===== config.mk =====
export PLATFORM = sky130hd
export DESIGN_NAME = cpu_clock_ctrl
export DESIGN_NICKNAME = d
export VERILOG_FILES = /design/src/rtl/cpu_clock_ctrl.sv
export SDC_FILE = /design/constraint.sdc
export NUM_CORES = 1
export LEC_CHECK = 0
export ABC_CLOCK_PERIOD_IN_PS = 2400
export CAP_MARGIN = 20
export CORE_AREA = 5 5 67 100
export CTS_BUF_LIST = sky130_fd_sc_hd__clkbuf_8
export DETAILED_ROUTE_END_ITERATION = 8
export DIE_AREA = 0 0 72 105
export PLACE_DENSITY = 0.7
export RECOVER_POWER = 25
export SYNTH_ARGS = -nofsm -noshare
export SYNTH_HDL_FRONTEND = slang
export SYNTH_SLANG_ARGS = --single-unit

===== constraint.sdc =====
create_clock -name clk -period 2.4 [get_ports clk]
set_clock_uncertainty 0.15 [all_clocks]
set_input_delay 0.72 -clock clk [delete_from_list [all_inputs] [get_ports clk]]
set_output_delay 0.72 -clock clk [all_outputs]
set_load 0.1 [all_outputs]

===== src/rtl/cpu_clock_ctrl.sv =====
// Run/step/halt controller for the 4-bit CPU: turns prescaled clk_cpu edges into
// single-cycle cpu_en pulses, with debounced step/mode buttons and halt freeze.
module cpu_clock_ctrl #(
  parameter int DEBOUNCE_CYCLES = 1000000,
  parameter int CNT_W           = 20,
  parameter bit START_RUN       = 1'b1
) (
  input  logic       clk,
  input  logic       reset,
  input  logic       clk_cpu,
  input  logic       btn_step,
  input  logic       btn_mode,
  input  logic       cpu_halt,
  output logic       cpu_en,
  output logic       run_mode,
  output logic       halted,
  output logic [7:0] step_cnt
);

  typedef enum logic [1:0] {RUN, STEP_IDLE, STEP_WAIT, HALT} state_t;

  localparam state_t           RESET_STATE = START_RUN ? RUN : STEP_IDLE;
  localparam logic [CNT_W-1:0] DB_LAST     = CNT_W'(DEBOUNCE_CYCLES - 1);

  state_t state, next_state;

  logic [1:0]       btn_raw, sync1, sync2, stable, stable_q, presses;
  logic [CNT_W-1:0] db_cnt [2];
  logic             clk_cpu_q, tick, step_p, mode_p, issue;

  assign btn_raw = {btn_mode, btn_step};

  // Bit 0 is the step button, bit 1 the mode button; both share one debouncer shape.
  always_ff @(posedge clk or posedge reset) begin
    if (reset) begin
      sync1    <= '0;
      sync2    <= '0;
      stable   <= '0;
      stable_q <= '0;
      for (int i = 0; i < 2; i++) db_cnt[i] <= '0;
    end else begin
      sync1    <= btn_raw;
      sync2    <= sync1;
      stable_q <= stable;
      for (int i = 0; i < 2; i++) begin
        if (sync2[i] == stable[i]) begin
          db_cnt[i] <= '0;
        end else if (db_cnt[i] == DB_LAST) begin
          stable[i] <= sync2[i];
          db_cnt[i] <= '0;
        end else begin
          db_cnt[i] <= db_cnt[i] + 1'b1;
        end
      end
    end
  end

  assign presses = stable & ~stable_q;
  assign step_p  = presses[0];
  assign mode_p  = presses[1];

  always_ff @(posedge clk or posedge reset) begin
    if (reset) clk_cpu_q <= 1'b0;
    else       clk_cpu_q <= clk_cpu;
  end

  assign tick = clk_cpu & ~clk_cpu_q;

  always_ff @(posedge clk or posedge reset) begin
    if (reset) begin
      state    <= RESET_STATE;
      cpu_en   <= 1'b0;
      step_cnt <= '0;
    end else begin
      state  <= next_state;
      cpu_en <= issue;
      if (cpu_en) step_cnt <= step_cnt + 8'd1;
    end
  end

  // Halt beats everything in RUN; mode beats step in the step states.
  always_comb begin
    next_state = state;
    issue      = 1'b0;
    case (state)
      RUN: begin
        if (cpu_halt) begin
          next_state = HALT;
        end else begin
          issue = tick;
          if (mode_p) next_state = STEP_IDLE;
        end
      end
      STEP_IDLE: begin
        if (mode_p)      next_state = RUN;
        else if (step_p) next_state = STEP_WAIT;
      end
      STEP_WAIT: begin
        if (mode_p) begin
          next_state = RUN;
        end else if (tick) begin
          if (cpu_halt) begin
            next_state = HALT;
          end else begin
            issue      = 1'b1;
            next_state = STEP_IDLE;
          end
        end
      end
      HALT: begin
        if (mode_p) next_state = STEP_IDLE;
      end
      default: next_state = RESET_STATE;
    endcase
  end

  assign run_mode = (state == RUN);
  assign halted   = (state == HALT);

endmodule


# Yosys cells after proc, flatten, opt, wreduce, memory -nomap -nowiden
# Cells that the tools add are included.
[word_totals] ff_bits=60 latch_bits=0 mem_bits_rw=0 rom_bits=0 inputBits=6 n_memories=0
[classes] add_sub_neg=3 multipliers=0 div=0 n_lt_le_gt_ge=0 eq_ne=9 n_shift=0 n_mux=17 bitwise=6 reduce_logical=4
[ops] op="2-to-1 mux 20 bit" n=4
[ops] op="adder 20 x 1 -> 20 bit, second input constant" n=2
[ops] op="== test 20 bit, second input constant" n=2
[ops] op="2-to-1 mux 2 bit" n=7
[ops] op="adder 8 x 1 -> 8 bit, second input constant" n=1
[ops] op="case mux 2 bit (4 select lines)" n=1
[ops] op="!= test 3 bit, second input constant" n=2
[ops] op="AND reduction 2 bit" n=3
[ops] op="== test 2 bit, second input constant" n=2
[ops] op="2-to-1 mux 1 bit" n=4
[ops] op="NOT 1 bit" n=3
[ops] op="bitwise AND 2 bit" n=1
[ops] op="== test 1 bit" n=2
[ops] op="== test 2 x 1 -> 1 bit, second input constant" n=1
[ops] op="zero test 2 bit" n=1
[ops] op="NOT 2 bit" n=1
[ops] op="case mux 1 bit (2 select lines)" n=1
[ops] op="bitwise AND 1 bit" n=1

# Logic depth before layout (Yosys ltp)
# Gate-level depths: netlist (run 1).
[depth] depth_word=5 depth_mapped=6 mapped_depth_nobuf=5

# Least setup slack after synthesis (run 1)
# Ideal clock, no wire load.
[synth_path] path_type="register to output" start="register state[1]" end="output port run_mode" arrival_time_ns=1.702 t_required_ns=1.530 path_slack_ns=-0.172 path_stages_with_launch=2 path_buffers=0 cell_sequence="dfrtp_1 > nor2_1"
[synth_via] elab_chain_len=1
[synth_rtl] item="from (decl)" line_no="25" rtl="state_t state, next_state;"
[synth_rtl] item="from (signal assigned)" line_no="75" rtl="state <= next_state;"
[synth_rtl] item="zero test 2 bit" line_no="117" rtl="assign run_mode = (state == RUN);"
[synth_rtl] item="to (decl)" line_no="15" rtl="output logic run_mode,"
# Every way passes these cells.

# Final worst setup path (run 1)
[layout_path] start="register db_cnt[20] in the netlist's numbering" end="register db_cnt[38] in the netlist's numbering"
[layout_via] elab_chain_len=3
[layout_rtl] item="from (decl)" line_no="28" rtl="logic [CNT_W-1:0] db_cnt [2];"
[layout_rtl] item="from (signal, indexed assignment)" line_no="52" rtl="db_cnt[i] <= db_cnt[i] + 1'b1;"
[layout_rtl] item="adder 20 x 1 -> 20 bit or == test 20 bit (tied branches)" line_no="52, 48"
[layout_rtl] item="2-to-1 mux 20 bit *" line_no="48" rtl="end else if (db_cnt[i] == DB_LAST) begin"
[layout_rtl] item="2-to-1 mux 20 bit *" line_no="46" rtl="if (sync2[i] == stable[i]) begin"
# Every way passes the cells marked *; elsewhere a longest branch is shown, timed or not.
# A chain may end at the register's enable or synchronous reset.

==> results of run 1 <==
==> state kept, by name (all words and copies together), names as in the netlist <==
signal	flops
db_cnt	40
step_cnt	8
stable	2
stable_q	2
state	2
sync1	2
sync2	2
clk_cpu_q	1
cpu_en	1
==> worst reg2reg max path: cells and delay by family (launching register included) <==
family / cells / cell delay, ns
AOI/OAI and AO/OA: 1 / 0.15
adders and majority gates: 1 / 0.23
DFF: 1 / 0.41
and+or+nand+nor: 3 / 1.25
==> stage by stage <==
stage / hold slack [ns] / worst slack (ns)
finish: 0.209 / 0.136
global route: 0.230 / 0.0209
CTS: 0.216 / 0.140
detailed placement: 0.201 / 0.158
global placement: 0.184 / 0.203
floorplan: 0.181 / 0.0453
==> layout by cell type (no fill, tap or decap), drive strengths merged <==
cell | Yosys | layout
a31oi | 1 | 1
clkdlybuf4s50 | 0 | 1
o21ai | 14 | 14
nand2 | 13 | 13
clkinvlp | 0 | 1
inv | 9 | 9
o31ai | 4 | 4
nor4bb | 1 | 1
and4 | 2 | 2
mux2 | 3 | 3
clkbuf | 7 | 12
nor4b | 1 | 1
nand3 | 24 | 24
nand2b | 2 | 2
and2 | 2 | 2
a2111oi | 1 | 1
nor2 | 32 | 32
buf | 1 | 14
a21boi | 1 | 1
dfrtp | 60 | 60
ha | 3 | 3
a31o | 1 | 1
nand4bb | 2 | 2
nor3 | 4 | 4
o22ai | 1 | 1
and3 | 8 | 8
clkinv | 0 | 1
dlygate4sd3 | 0 | 4
nand4 | 11 | 11
or4 | 5 | 5
xnor2 | 14 | 14
bufinv | 0 | 2
or3 | 9 | 9
nor2b | 2 | 2
a21oi | 16 | 16
nor4 | 4 | 4
xor2 | 16 | 16
==> area by class of cell <==
class                      instances  area [sq um]
clock inverter                     4          72.6
tap                               72          90.1
clock buffer                      11           151
sequential                        60          1500
timing repair buffer              20           288
multi-input combinational        197          1210
inverter                           9          33.8
fill                             508          2350
==> routing by layer <==
layer  track usage  vias up
met1         0.158     1035
met4        0.0766        0
met5             0        -
li1              -     1014
met3        0.0432       14
met2         0.270       31
==> final timing paths <==
kind                               endpoint  slack [ns]       start
worst max-delay path             db_cnt[38]        0.14  db_cnt[20]
worst max register to register   db_cnt[38]        0.14  db_cnt[20]
max in group asynchronous        db_cnt[33]        0.39       reset
min in group asynchronous       step_cnt[2]        0.65       reset
worst min register to register     sync2[0]        0.21    sync1[0]
worst min-delay path               sync2[0]        0.21    sync1[0]
==> power by group through the flow <==
stage | combinational (mW) | sequential [mW] | clock, mW
final | 0.0723 | 1.04 | 1.02
after CTS | 0.0797 | 1.04 | 1.05
after global placement | 0.0781 | 1.05 | 0
after detailed placement | 0.0793 | 1.06 | 0
after global routing | 0.0827 | 1.04 | 1.09
after floorplan | 0.0414 | 1.06 | 0
==> cell families (layout without fill, tap and decap cells) <==
group	Yosys count	after routing
compound gates	39	39
xor+xnor	30	30
mux	3	3
buf+inv	17	44
simple gates	122	122
flops	60	60
fa+ha+maj	3	3
==> summary.md, run 1 <==
| Metric | Value |
|---|---|
| DIE AREA | 7560 sq um |
| Port buffer count | 16 |
| Proportion of layout cells with a drive suffix above 1 | 0.136 |
| Detailed Place HPWL | 3700 um |
| Average wire per cell in the routed design | 13.8 um |
| Number of nets in the finished design | 306 |
| Endpoint kind of the worst setup timing path | register |
| Cell count after placement | 358 |
| CP arrival | 2.37 ns |
| Clock latency at the later pin of the worst-skew pair | 0.33 ns |
| Final WL | 5140 um |
| Total congestion overflow | 0 |
| Top post-synthesis cells by area | dfrtp_1, xor2_1, xnor2_1, nor2_1, nand3_1 |
| Unrepaired setup endpoints after global routing | false |
| Max layer used | met4 |
| Maximum number of pins on one net before global-route repair | 52 |
| Total power | 2.13 mW |
| Critical path class | register to register |
| Library cell occupying the most area in the post-synthesis netlist | dfrtp_1 |
| Leak | 1.40 nW |
| Share of power burned in combinational logic | 0.034 |
| Post-synthesis mux area share | 0.0122 |
| Switching power of the nets | 0.445 mW |
| Largest stage delay on the critical path | 0.64 ns |
| Post-synth design cell area | 2770 sq um |
| Final worst path period need | 2.26 ns |
| Main combinational cell family by area after synthesis | simple AND/OR/NAND/NOR gates |
| Fraction of registers with async set or reset after synthesis | 1.00 |
| Maximum fanout encountered on the critical timing path | 8 |
| Count of synthesis-stage warnings from yosys | 0 |
| Longest Clk Path Bufs | 2 |
| Number of flops mapped to enable cells by yosys | 0 |
| Simple-gate share of the synthesized area | 0.236 |
| Share of power burned in registers | 0.487 |
| Met2 Routed Length | 2850 um |
| Number of sinks handled by clock tree synthesis | 60 |
| Non-filler cells, final | 373 |
| Worst slew margin | 0.543 |
| Max-cap violation count | 0 |
| Via count of the routed design | 2094 |
| Worst path buffer plus inverter count | 0 |
| Final total negative setup slack | 0 ns |
| TritonCTS Buffers | 9 |
| I/O pin total | 17 |
| GP Congestion | 0.882 |
| Number of standard-cell rows in the floorplan | 34 |
| Run status | complete, no violations |
| Height of the die | 105 um |
| Clock power frac | 0.479 |
| Post-synth cell types | 35 |
| Number of DRC markers in iteration 0 | 113 |
| Category of the worst setup path launch point | register |
| ANT nets after route | 0 |
| Post-Route M1 WL | 1990 um |
| CTS tree | done |
| Total non-filler cell area in the finished layout | 3350 sq um |
| Fraction of power spent switching nets | 0.209 |
| Max Transition Viols Final | 0 |
| Cell with the biggest individual delay on the critical path | or4_1 |
| Sequential-to-total area share from yosys stat | 0.542 |
| Starting utilization of the core area | 0.486 |
| Final hold vios | 0 |
| Cell mode on critical path | or4_1 |
| Detailed-routing iteration count for the pre-antenna-repair pass | 4 |
| Placeable core region | 5700 sq um |
| Length in cells of the worst reg-to-reg path | 5 |
| Syn Inst Count | 274 |
| Adder-Cell Fraction of Synth Area | 0.0135 |
| Kind of cell adding the most delay to the critical path | simple AND/OR/NAND/NOR gates |
| Hold Path Depth | 0 |
| Utilization of the core after routing | 0.588 |
| Layout overhead on the synthesized area | 20.9% |
| Int Power | 1.68 mW |
| Post-placement cell area | 3140 sq um |
| Achievable Freq | 0.442 GHz |
| PostCTS Resize Cnt | 0 |
| Global-route wire length before repair | 9060 um |
| Total power divided by cell area | 635 nW/um^2 |
| Xor-xnor portion of the synthesized cell area | 0.0948 |
| Buffers inserted by post-CTS timing repair | 0 |
| Number of antenna violations at the first check in global routing | 0 |
| CTS Hold Bufs | 0 |
| Flip-flop cell with the highest count after synthesis | dfrtp_1 |
| Post-Syn Area per Cell | 10.1 sq um |
| Total track usage | 0.152 |
| Total inserted antenna cells | 0 |
| Slew @ Worst Pin | 0.686 ns |
| Chip Width | 72 um |
| Peak supply drop | 0.470 mV |
| Commonest cells post-synth | dfrtp_1, nor2_1, nand3_1 |
| # H-tree levels | 3 |
| Final period util | 0.944 |
| Clock root buffer master | clkbuf_8 |
| Met3 wire length | 163 um |
| Clock-pin slew reported for the worst setup and hold paths after clock tree synthesis | 0.07 ns |
| Area share of the largest cell type after synthesis | 0.542 |
| Total DRC errors in the routed layout | 0 |
| CP cell instances | ha_1 -> nand2_1 -> or4_1 -> or4_1 -> a21oi_1 |
| Detailed-route vias per instance | 5.61 |
| Synthesized Nets | 283 |
| Compound-Gate Fraction of Synth Area | 0.0786 |
| Number of synthesized register bits | 60 |
| Leading cell type by number of instances after synthesis | dfrtp_1 |
| Number of global-route vias before repair | 2113 |
| Setup Viol. Count Final | 0 |
| Req. time, crit path | 2.50 ns |
| Path length in cells of the critical path | 5 |
| Tightest Hold Check Type | register to register |
Note: power is estimated with default switching activity, not from simulation.
==> run 2, diff against run 1 <==
--- a/config.mk
+++ b/config.mk
@@ -8,9 +8,8 @@
 export ABC_CLOCK_PERIOD_IN_PS = 2400
 export CAP_MARGIN = 20
-export CORE_AREA = 5 5 67 100
+export CORE_AREA = 5 5 85 126
 export CTS_BUF_LIST = sky130_fd_sc_hd__clkbuf_8
 export DETAILED_ROUTE_END_ITERATION = 8
-export DIE_AREA = 0 0 72 105
-export PLACE_DENSITY = 0.7
+export DIE_AREA = 0 0 90 131
 export RECOVER_POWER = 25
 export SYNTH_ARGS = -nofsm -noshare
==> constraint.sdc (replaced) <==
create_clock -name clk -period 2.4 [get_ports clk]
set_clock_uncertainty 0.15 [all_clocks]
set_input_delay 0.36 -clock clk [delete_from_list [all_inputs] [get_ports clk]]
set_output_delay 0.36 -clock clk [all_outputs]
set_load 0.1 [all_outputs]
==> run 2 against run 1 <==
  * Flip-flop and latch count unchanged
  * Sequential power about the same
  * Critical endpoint unchanged
  * Global-route usage down 5.9 points
  * Hold slack got worse by 0.0033 ns
  * Via count decreased by 1.5%
  * Non-clock buffer count is 1 lower
  * First-iteration DRC count is 29% lower
  * Power shrank 7.9%
  * Register-to-register slack better by 0.09 ns
  * Die area rose by 56%
==> summary.md, run 2 (synthesis results as in run 1) <==
| Metric | Value |
|---|---|
| Total power divided by cell area | 606 nW/um^2 (was 635 nW/um^2) |
| Final WL | 5160 um (was 5140 um) |
| Placeable core region | 9520 sq um (was 5700 sq um) |
| Via count of the routed design | 2063 (was 2094) |
| Number of antenna violations at the first check in global routing | 0 (unchanged) |
| Proportion of layout cells with a drive suffix above 1 | 0.133 (was 0.136) |
| I/O pin total | 17 (unchanged) |
| Detailed-route vias per instance | 4.96 (was 5.61) |
| Total congestion overflow | 0 (unchanged) |
| Met1 track demand over resource | 0.102 (was 0.158) |
| Run status | complete, no violations (unchanged) |
| Detailed-routing iteration count for the pre-antenna-repair pass | 4 (unchanged) |
| Worst slew margin | 0.0436 (was 0.543) |
| Max Transition Viols Final | 0 (unchanged) |
| Tightest hold margin | 0.206 ns (was 0.209 ns) |
| Area taken by flip-flops and latches | 1500 sq um (unchanged) |
| Maximum number of pins on one net before global-route repair | 61 (was 52) |
| Critical path class | register to register (unchanged) |
| Slew @ Worst Pin | 1.43 ns (was 0.686 ns) |
| Most common library cell in the layout ignoring fill and taps | dfrtp_1 (unchanged) |
| Global-route wire length before repair | 8940 um (was 9060 um) |
| Length in cells of the worst reg-to-reg path | 5 (unchanged) |
| Tightest Hold Check Type | register to register (unchanged) |
| Number of sinks handled by clock tree synthesis | 60 (unchanged) |
| Endpoint kind of the worst setup timing path | register (unchanged) |
| Req. time, crit path | 2.52 ns (was 2.50 ns) |
| ANT nets after route | 0 (unchanged) |
| Final period util | 0.908 (was 0.944) |
| Number of global-route vias before repair | 2041 (was 2113) |
| Total power | 1.96 mW (was 2.13 mW) |
| DIE AREA | 11800 sq um (was 7560 sq um) |
| Average wire per cell in the routed design | 12.4 um (was 13.8 um) |
| Setup Viol. Count Final | 0 (unchanged) |
| Max-cap violation count | 0 (unchanged) |
| Met3 capacity usage during global routing | 0.0275 (was 0.0432) |
| Hold path endpoint | sync2[1] (was sync2[0]) |
| Clock latency at the later pin of the worst-skew pair | 0.34 ns (was 0.33 ns) |
| Hold Startpoint | sync1[1] (was sync1[0]) |
| Final hold vios | 0 (unchanged) |
| Port buffer count | 16 (unchanged) |
| CTS tree | done (unchanged) |
| Category of the worst setup path launch point | register (unchanged) |
| Largest regs | db_cnt (40), step_cnt (8) (unchanged) |
| PostCTS Resize Cnt | 0 (unchanged) |
| Hold Path Depth | 0 (unchanged) |
| Launch point of the worst reg-to-reg path | db_cnt[20] (unchanged) |
| Number of DRC markers in iteration 0 | 80 (was 113) |
| CP arrival | 2.30 ns (was 2.37 ns) |
| TritonCTS Buffers | 9 (unchanged) |
| Total track usage | 0.0926 (was 0.152) |
| Final worst path period need | 2.18 ns (was 2.26 ns) |
| Utilization of the core after routing | 0.340 (was 0.588) |
| Total inserted antenna cells | 0 (unchanged) |
| CTS Hold Bufs | 0 (unchanged) |
| Leak | 1.35 nW (was 1.40 nW) |
| Layout overhead on the synthesized area | 16.7% (was 20.9%) |
| GP Congestion | 0.783 (was 0.882) |
| Detailed Place HPWL | 3550 um (was 3700 um) |
| Commonest cells after routing, fill and taps aside | dfrtp_1, nor2_1, nand3_1 (unchanged) |
| Layout fillers | 966 (was 508) |
| Peak supply drop | 0.318 mV (was 0.470 mV) |
| Starting utilization of the core area | 0.291 (was 0.486) |
| # H-tree levels | 3 (unchanged) |
| Number of standard-cell rows in the floorplan | 44 (was 34) |
| Setup slack on the worst flop-to-flop path | 0.22 ns (was 0.14 ns) |
| Maximum fanout encountered on the critical timing path | 8 (unchanged) |
| Chip Width | 90 um (was 72 um) |
| Buffers inserted by post-CTS timing repair | 0 (unchanged) |
| Clock root buffer master | clkbuf_8 (unchanged) |
| Height of the die | 131 um (was 105 um) |
| Multi-input gate area | 1210 sq um (about the same) |
| Number of nets in the finished design | 305 (was 306) |
| Met2 Usage GRT | 0.163 (was 0.270) |
| Biggest register | db_cnt (unchanged) |
| Flip-flop count of the largest register after layout | 40 (unchanged) |
| Clock-pin slew reported for the worst setup and hold paths after clock tree synthesis | 0.07 ns (about the same) |
| Achievable Freq | 0.459 GHz (was 0.442 GHz) |
| Total DRC errors in the routed layout | 0 (unchanged) |
| Gr busiest metal | met2 (unchanged) |
| Capture point of the worst reg-to-reg path | db_cnt[38] (unchanged) |
| Longest Clk Path Bufs | 2 (unchanged) |
| Unrepaired setup endpoints after global routing | false (unchanged) |
| Final total negative setup slack | 0 ns (unchanged) |
==> run 2: cell types whose count changed in the layout (fill, tap and decap cells not counted) <==
cell,before,now
or4_4,0,1
or4_1,5,4
clkinvlp_4,1,2
bufinv_16,2,0
nor2_1,31,32
clkbuf_4,1,0
clkbuf_8,11,12
nor2_2,1,0
buf_4,4,13
clkbuf_2,0,1
clkinv_1,0,1
buf_12,10,0
==> run 2: cell type report <==
class / count / area share
inverters: 9 / 0.0104
clock buffers: 12 / 0.0511
flip-flops and latches: 60 / 0.464
well taps: 115 / 0.0445
repair buffers: 19 / 0.0472
multi-input cells: 197 / 0.375
clock inverters: 4 / 0.00735
==> run 2: how the worst max path moves through the flow <==
stage                     startpoint         end  cells past startpoint
final                     db_cnt[20]  db_cnt[38]                      5
after floorplan             state[1]    state[0]                      3
after global routing      db_cnt[20]  db_cnt[38]                      5
after CTS                 db_cnt[20]  db_cnt[38]                      5
after global placement    db_cnt[20]  db_cnt[38]                      5
after detailed placement  db_cnt[20]  db_cnt[38]                      5
==> run 2: worst max-delay path: stages (launching register included) <==
cell	delay [ns]
dfrtp_1	0.41
ha_1	0.24
nand2_1	0.11
or4_4	0.57
or4_1	0.48
a21oi_1	0.15
==> run 2: metal layers <==
layer / vias to the layer above / wire length (um)
li1: 1009 / -
met5: - / 0
met2: 36 / 2690
met1: 1005 / 2180
met4: 0 / 99
met3: 13 / 192
==> run 2: power by group <==
| group | switching [mW] | total [mW] | internal (mW) |
|---|---|---|---|
| combinational | 0.0480 | 0.0689 | 0.0209 |
| sequential | 0.0118 | 1.04 | 1.02 |
| clock | 0.401 | 0.855 | 0.453 |
| total | 0.461 | 1.96 | 1.50 |
==> run 2: through the flow <==
step / instances / setup slack, ns / cell area, sq um
after floorplan: 274 / 0.0857 / 2770
after global placement: 400 / 0.228 / 3060
after detailed placement: 400 / 0.161 / 3060
after CTS: 416 / 0.153 / 3250
after global routing: 416 / 0.0365 / 3230
final: 416 / 0.221 / 3230
==> run 3, diff against run 2 <==
- SLEW_MARGIN: default -> 20
- TNS_END_PERCENT: default -> 10
==> results of run 3 <==
Final layout, timing and power as in run 2 (identical DEF).
